[src/rtl/irrigation_display_pkg.sv]
// Shared display definitions for the irrigation status matrix: modes, 5x7 image type
// and the per-mode animation images (two phases each).
package irrigation_display_pkg;

    localparam int unsigned ImgCols = 5;
    localparam int unsigned ImgRows = 7;
    localparam int unsigned ImgColW = 3;

    typedef enum logic [1:0] {
        Off       = 2'b00,
        Dripper   = 2'b01,
        Sprinkler = 2'b10,
        Alarm     = 2'b11
    } mode_e;

    // Indexed [column][row bit]; bit 6 is the top row, lit = 1.
    typedef logic [ImgCols-1:0][ImgRows-1:0] image_t;

    localparam image_t IMG_OFF_P0       = {7'b0000000, 7'b0000000, 7'b1111101,
                                           7'b0000000, 7'b0000000};
    localparam image_t IMG_OFF_P1       = IMG_OFF_P0;
    localparam image_t IMG_DRIPPER_P0   = {7'b0000000, 7'b0000000, 7'b1100000,
                                           7'b0000000, 7'b0000000};
    localparam image_t IMG_DRIPPER_P1   = {7'b0000000, 7'b0000011, 7'b0000111,
                                           7'b0000011, 7'b0000000};
    localparam image_t IMG_SPRINKLER_P0 = {7'b1000001, 7'b0100010, 7'b0011111,
                                           7'b0100010, 7'b1000001};
    localparam image_t IMG_SPRINKLER_P1 = {7'b0010100, 7'b1001000, 7'b0011111,
                                           7'b1001000, 7'b0010100};
    localparam image_t IMG_ALARM_P0     = {ImgCols{7'b1111111}};
    localparam image_t IMG_ALARM_P1     = {ImgCols{7'b0000000}};

    function automatic image_t get_image(mode_e mode, logic phase);
        image_t img;
        img = IMG_OFF_P0;
        unique case (mode)
            Off:       img = phase ? IMG_OFF_P1 : IMG_OFF_P0;
            Dripper:   img = phase ? IMG_DRIPPER_P1 : IMG_DRIPPER_P0;
            Sprinkler: img = phase ? IMG_SPRINKLER_P1 : IMG_SPRINKLER_P0;
            Alarm:     img = phase ? IMG_ALARM_P1 : IMG_ALARM_P0;
            default:   img = IMG_OFF_P0;
        endcase
        return img;
    endfunction

endpackage

[src/rtl/matrix_scan_timer.sv]
// Prescaler, column and frame counters for the matrix scan. All outputs describe the edge
// about to happen: col_idx_o is the column active after it, col_advance_o marks a new column.
module matrix_scan_timer #(
    parameter int unsigned NUM_COLS     = 5,
    parameter int unsigned SCAN_DIV     = 1000,
    parameter int unsigned BLINK_FRAMES = 50,
    localparam int unsigned ColW        = (NUM_COLS > 1) ? $clog2(NUM_COLS) : 1
) (
    input  logic            clk_i,
    input  logic            rst_i,
    input  logic            enable_i,
    output logic [ColW-1:0] col_idx_o,
    output logic            col_advance_o,
    output logic            frame_wrap_o
);

    localparam int unsigned PreW   = $clog2(SCAN_DIV);
    localparam int unsigned FrameW = (BLINK_FRAMES > 1) ? $clog2(BLINK_FRAMES) : 1;

    localparam logic [PreW-1:0]   PreMax   = PreW'(SCAN_DIV - 1);
    localparam logic [ColW-1:0]   ColMax   = ColW'(NUM_COLS - 1);
    localparam logic [FrameW-1:0] FrameMax = FrameW'(BLINK_FRAMES - 1);

    logic              started_q;
    logic [PreW-1:0]   presc_q, presc_d;
    logic [ColW-1:0]   col_q, col_d;
    logic [FrameW-1:0] frame_q, frame_d;
    logic              advance;
    logic              frame_wrap;

    always_comb begin
        presc_d    = '0;
        col_d      = '0;
        frame_d    = '0;
        advance    = 1'b0;
        frame_wrap = 1'b0;
        if (enable_i) begin
            if (!started_q) begin
                // First enabled edge: column 0 starts a fresh frame, nothing completed yet.
                advance = 1'b1;
            end else begin
                col_d   = col_q;
                frame_d = frame_q;
                if (presc_q == PreMax) begin
                    advance = 1'b1;
                    if (col_q == ColMax) begin
                        col_d = '0;
                        if (frame_q == FrameMax) begin
                            frame_wrap = 1'b1;
                            frame_d    = '0;
                        end else begin
                            frame_d = frame_q + FrameW'(1);
                        end
                    end else begin
                        col_d = col_q + ColW'(1);
                    end
                end else begin
                    presc_d = presc_q + PreW'(1);
                end
            end
        end
    end

    always_ff @(posedge clk_i) begin
        if (rst_i) begin
            started_q <= 1'b0;
            presc_q   <= '0;
            col_q     <= '0;
            frame_q   <= '0;
        end else begin
            started_q <= enable_i;
            presc_q   <= presc_d;
            col_q     <= col_d;
            frame_q   <= frame_d;
        end
    end

    assign col_idx_o     = col_d;
    assign col_advance_o = advance;
    assign frame_wrap_o  = frame_wrap;

endmodule

[src/rtl/irrigation_matrix_scanner.sv]
// Column-multiplexed 5x7 LED matrix driver showing an animated irrigation status image.
// Mode is latched per frame; the animation phase flips every BLINK_FRAMES frames.
module irrigation_matrix_scanner
    import irrigation_display_pkg::*;
#(
    parameter int unsigned NUM_COLS     = 5,
    parameter int unsigned NUM_ROWS     = 7,
    parameter int unsigned SCAN_DIV     = 1000,
    parameter int unsigned BLINK_FRAMES = 50,
    parameter int unsigned ACTIVE_LOW   = 1
) (
    input  logic                clock,
    input  logic                reset,
    input  logic                enable,
    input  logic [1:0]          mode,
    output logic [NUM_COLS-1:0] col_sel,
    output logic [NUM_ROWS-1:0] row_data,
    output logic                frame_start
);

    localparam int unsigned ColW = (NUM_COLS > 1) ? $clog2(NUM_COLS) : 1;
    localparam logic [NUM_COLS-1:0] ColIdle = {NUM_COLS{ACTIVE_LOW != 0}};
    localparam logic [NUM_ROWS-1:0] RowIdle = {NUM_ROWS{ACTIVE_LOW != 0}};

    logic [ColW-1:0]     col_idx;
    logic                col_advance;
    logic                frame_wrap;
    logic                frame_begin;

    mode_e               mode_q, mode_d;
    logic                phase_q, phase_d;
    logic [NUM_COLS-1:0] col_sel_q, col_sel_d;
    logic [NUM_ROWS-1:0] row_data_q, row_data_d;
    logic                frame_start_q, frame_start_d;

    image_t              img;
    logic [ImgRows-1:0]  img_col;
    logic [NUM_COLS-1:0] col_lit;
    logic [NUM_ROWS-1:0] row_lit;

    matrix_scan_timer #(
        .NUM_COLS    (NUM_COLS),
        .SCAN_DIV    (SCAN_DIV),
        .BLINK_FRAMES(BLINK_FRAMES)
    ) u_timer (
        .clk_i        (clock),
        .rst_i        (reset),
        .enable_i     (enable),
        .col_idx_o    (col_idx),
        .col_advance_o(col_advance),
        .frame_wrap_o (frame_wrap)
    );

    // Mode and phase are resolved for the upcoming edge so a new frame shows them at once.
    always_comb begin
        frame_begin   = col_advance && (col_idx == '0);
        mode_d        = frame_begin ? mode_e'(mode) : mode_q;
        phase_d       = frame_wrap ? ~phase_q : phase_q;
        img           = get_image(mode_d, phase_d);
        img_col       = img[ImgColW'(col_idx)];
        col_lit       = '0;
        row_lit       = '0;
        if (enable) begin
            col_lit[col_idx] = 1'b1;
            row_lit          = img_col[ImgRows-1 -: NUM_ROWS];
        end
        col_sel_d     = (ACTIVE_LOW != 0) ? ~col_lit : col_lit;
        row_data_d    = (ACTIVE_LOW != 0) ? ~row_lit : row_lit;
        frame_start_d = frame_begin;
    end

    always_ff @(posedge clock) begin
        if (reset) begin
            mode_q        <= Off;
            phase_q       <= 1'b0;
            col_sel_q     <= ColIdle;
            row_data_q    <= RowIdle;
            frame_start_q <= 1'b0;
        end else begin
            mode_q        <= mode_d;
            phase_q       <= phase_d;
            col_sel_q     <= col_sel_d;
            row_data_q    <= row_data_d;
            frame_start_q <= frame_start_d;
        end
    end

    assign col_sel     = col_sel_q;
    assign row_data    = row_data_q;
    assign frame_start = frame_start_q;

endmodule

[config.mk]
export PLATFORM = sky130hd
export DESIGN_NAME = irrigation_matrix_scanner
export DESIGN_NICKNAME = d
export VERILOG_FILES = /design/src/rtl/irrigation_display_pkg.sv /design/src/rtl/matrix_scan_timer.sv /design/src/rtl/irrigation_matrix_scanner.sv
export SDC_FILE = /design/constraint.sdc
export NUM_CORES = 1
export LEC_CHECK = 0
export ABC_CLOCK_PERIOD_IN_PS = 4100
export CAP_MARGIN = 20
export CELL_PAD_IN_SITES_DETAIL_PLACEMENT = 1
export CELL_PAD_IN_SITES_GLOBAL_PLACEMENT = 1
export CORE_UTILIZATION = 46
export CTS_BUF_LIST = sky130_fd_sc_hd__clkbuf_16
export CTS_CLUSTER_DIAMETER = 40
export DETAILED_ROUTE_END_ITERATION = 10
export PLACE_DENSITY_LB_ADDON = 0.1
export RECOVER_POWER = 50
export SLEW_MARGIN = 30
export SYNTH_ARGS = -nofsm -noshare
export SYNTH_HDL_FRONTEND = slang
export SYNTH_SLANG_ARGS = --single-unit
[constraint.sdc]
create_clock -name clock -period 4.1 [get_ports clock]
set_input_delay 0.82 -clock clock [delete_from_list [all_inputs] [get_ports clock]]
set_output_delay 0.82 -clock clock [all_outputs]
set_load 0.01 [all_outputs]
==> run summary <==
status -> completed
dpl ws -> 0.742 ns
Post-synth ARST share -> 0%
PwrDens -> 381 nW/µm²
ANT cells -> 0
initial antenna violation count -> 0
Yosys reg bits -> 36
most common cell after layout, fill and taps aside -> dfxtp_1
CTS tree -> built
RR Startpoint -> u_timer.presc_q[0]
global-route wire length before repair -> 8.36 mm
mapped cell area -> 1820 µm²
Slew Viols, Final -> 0
crit start category -> input pin
Die Ht -> 64.9 µm
die area -> 4210 µm²
cells on worst reg2reg path -> 8
total CTS buffers -> 5
PortBufs -> 17
Initial Util -> 49.0%
Post-route DRC -> 0
Final Hold Vio Count -> 0
Crit. End Element -> register
Crit Path Class -> input pin to register
Worst R2R Setup Slack -> 0.59 ns
fin nets -> 238
Hold Crit Class -> register to register
Data arrival, critical path -> 3.73 ns
Clock Tree Root -> clkbuf_16
Max Cap Viol -> 0
worst setup margin -> 0.576 ns
largest net degree at the start of global routing -> 16
Clock Skews -> 0.00465 ns
hold depth -> 1
area of the multi-input gates -> 1010 µm²
reg2reg end -> row_data[3]
fillers -> 451
CP Launch Point -> enable
Synth-to-Final Area Change -> 19.0%
Iter 0 DRT Violations -> 115
number of warnings issued by yosys -> 0
prevailing post-synth register cell -> dfxtp_1
Max FO, Critical Path -> 8
DIE WIDTH -> 64.9 µm
Placeable Area -> 3720 µm²
cells after synthesis -> 210
Post-CTS Resized -> 0
Worst Path Required -> 4.30 ns
final count of negative-setup-slack endpoints -> 0
total power after layout -> 0.000824 W
Worst VDD drop -> 0.220 mV
Clock Latency Late Sink -> 0.28 ns
total track usage -> 26.4%
wire length per cell -> 18.0 µm
Final Cycle Share -> 86.0%
IO Pins -> 18
total gr overflow -> 0
antenna-violating nets left -> 0
unrepaired setup endpoints after global routing -> false
syn_area_per_cell -> 8.66 µm²
proportion of layout cells with a drive suffix above 1 -> 6.11%
Worst Hold Launch -> u_timer.presc_q[0]
most frequent cells in the layout -> dfxtp_1 (36), nor2_1 (22), nand2_1 (16)
H-tree depth -> 2
routed wire length -> 5.00 mm
hold-fix buffer count after cts -> 0
Rows -> 22
setup bufs post-CTS -> 0
Worst Max-Slew Pin Slew -> 1.22 ns
via/cell ratio -> 6.05
setup TNS -> 0 ns
Pre-Repair DR Iteration Count -> 4
gpl congestion -> 0.864
EDFF count, synth -> 0
relative slew slack -> 17.9%
clock sink count -> 36
sequential cell area -> 721 µm²
Yosys cell types -> 51
hold path endpoint -> u_timer.presc_q[0]
fmax -> 284 MHz
routed via count -> 1676
post-synthesis sequential area ratio -> 39.6%
Final min period -> 3.52 ns
detailed-placement wirelength estimate -> 3.63 mm
CTS clk-pin slew, worst paths -> 0.05 ns
Pleak -> 0.770 nW
number of global-route vias before repair -> 1720
syn_nets -> 220
Bufs on Longest Clock Path -> 2
cells in the mapped netlist (all sizes together) (5+ instances only):
cell | count | area (µm²)
nand3 | 12 | 60.1
nand2b | 6 | 37.5
or3 | 6 | 42.5
a21oi | 13 | 65.1
nor2 | 22 | 82.6
o21ai | 12 | 63.8
xor2 | 7 | 61.3
dfxtp | 36 | 721
nand2 | 16 | 60.1
and3 | 6 | 37.5
ha | 5 | 62.6
nor3 | 6 | 30.0
inv | 10 | 37.5
power by group:
| part | leakage (nW) | total, W | switching, W | internal [W] |
|---|---|---|---|---|
| Combinational | 0.400 | 0.0000420 | 0.0000244 | 0.0000176 |
| Clock | 0.0789 | 0.000422 | 0.000140 | 0.000282 |
| Sequential | 0.292 | 0.000360 | 0.00000558 | 0.000355 |
routing by layer:
metal  up-vias  wire length (µm)  global-route usage [%]
met3        15               202                    4.58
met1       807              2010                    28.7
met4         0               121                    13.1
met2        54              2660                    48.4
met5         -                 0                       0
li1        800                 -                       -
cell families after synthesis:
family                     Yosys count  synth area share [%]
adders and majority gates            5                  3.44
buffers and inverters               16                  3.92
AOI/OAI and AO/OA                   50                  20.1
DFF                                 36                  39.6
and+or+nand+nor                     88                  24.6
muxes                                4                  2.27
xor gates and xnor gates            11                  6.05
state kept, by name (all words and copies together), names as in the netlist:
name and count:
u_timer.presc_q 10, row_data 7, u_timer.frame_q 6, col_sel 5
u_timer.col_q 3, mode_q 2, frame_start 1, phase_q 1
u_timer.started_q 1
metrics by stage:
stage          instance area [µm²]  std cells  util, %  hold slack [ns]
2_1_floorplan                 1820        210        -            0.430
3_3_place_gp                  2020        269     54.2            0.447
3_5_place_dp                  2020        269     54.2            0.478
4_1_cts                       2180        277     58.6            0.502
5_1_grt                       2160        277     58.2            0.518
6_report                      2160        277     58.2            0.492
worst max path at each step:
stage	slack, ns	cells after the start	end
global route	0.41	7	row_data[3]
detailed placement	0.74	8	row_data[3]
global placement	0.82	8	row_data[3]
finish	0.58	7	row_data[3]
floorplan	1.68	10	row_data[3]
CTS	1.03	8	row_data[3]
worst max-delay path: stages:
cell and delay (ns):
clkdlybuf4s50_1 0.58, nand2_1 0.21, o31ai_1 1.05, nor2_1 0.20, a21o_1 0.31, a311o_1 0.41
o221ai_2 0.15
area by class of cell:
cell class / instances / area share (%)
clock buffers: 5 / 5.78
clock inverters: 3 / 1.73
repair buffers: 17 / 7.86
flip-flops and latches: 36 / 33.3
multi-input cells: 158 / 46.8
well taps: 48 / 2.77
inverters: 10 / 1.73
(Power assumes the default switching activity.)
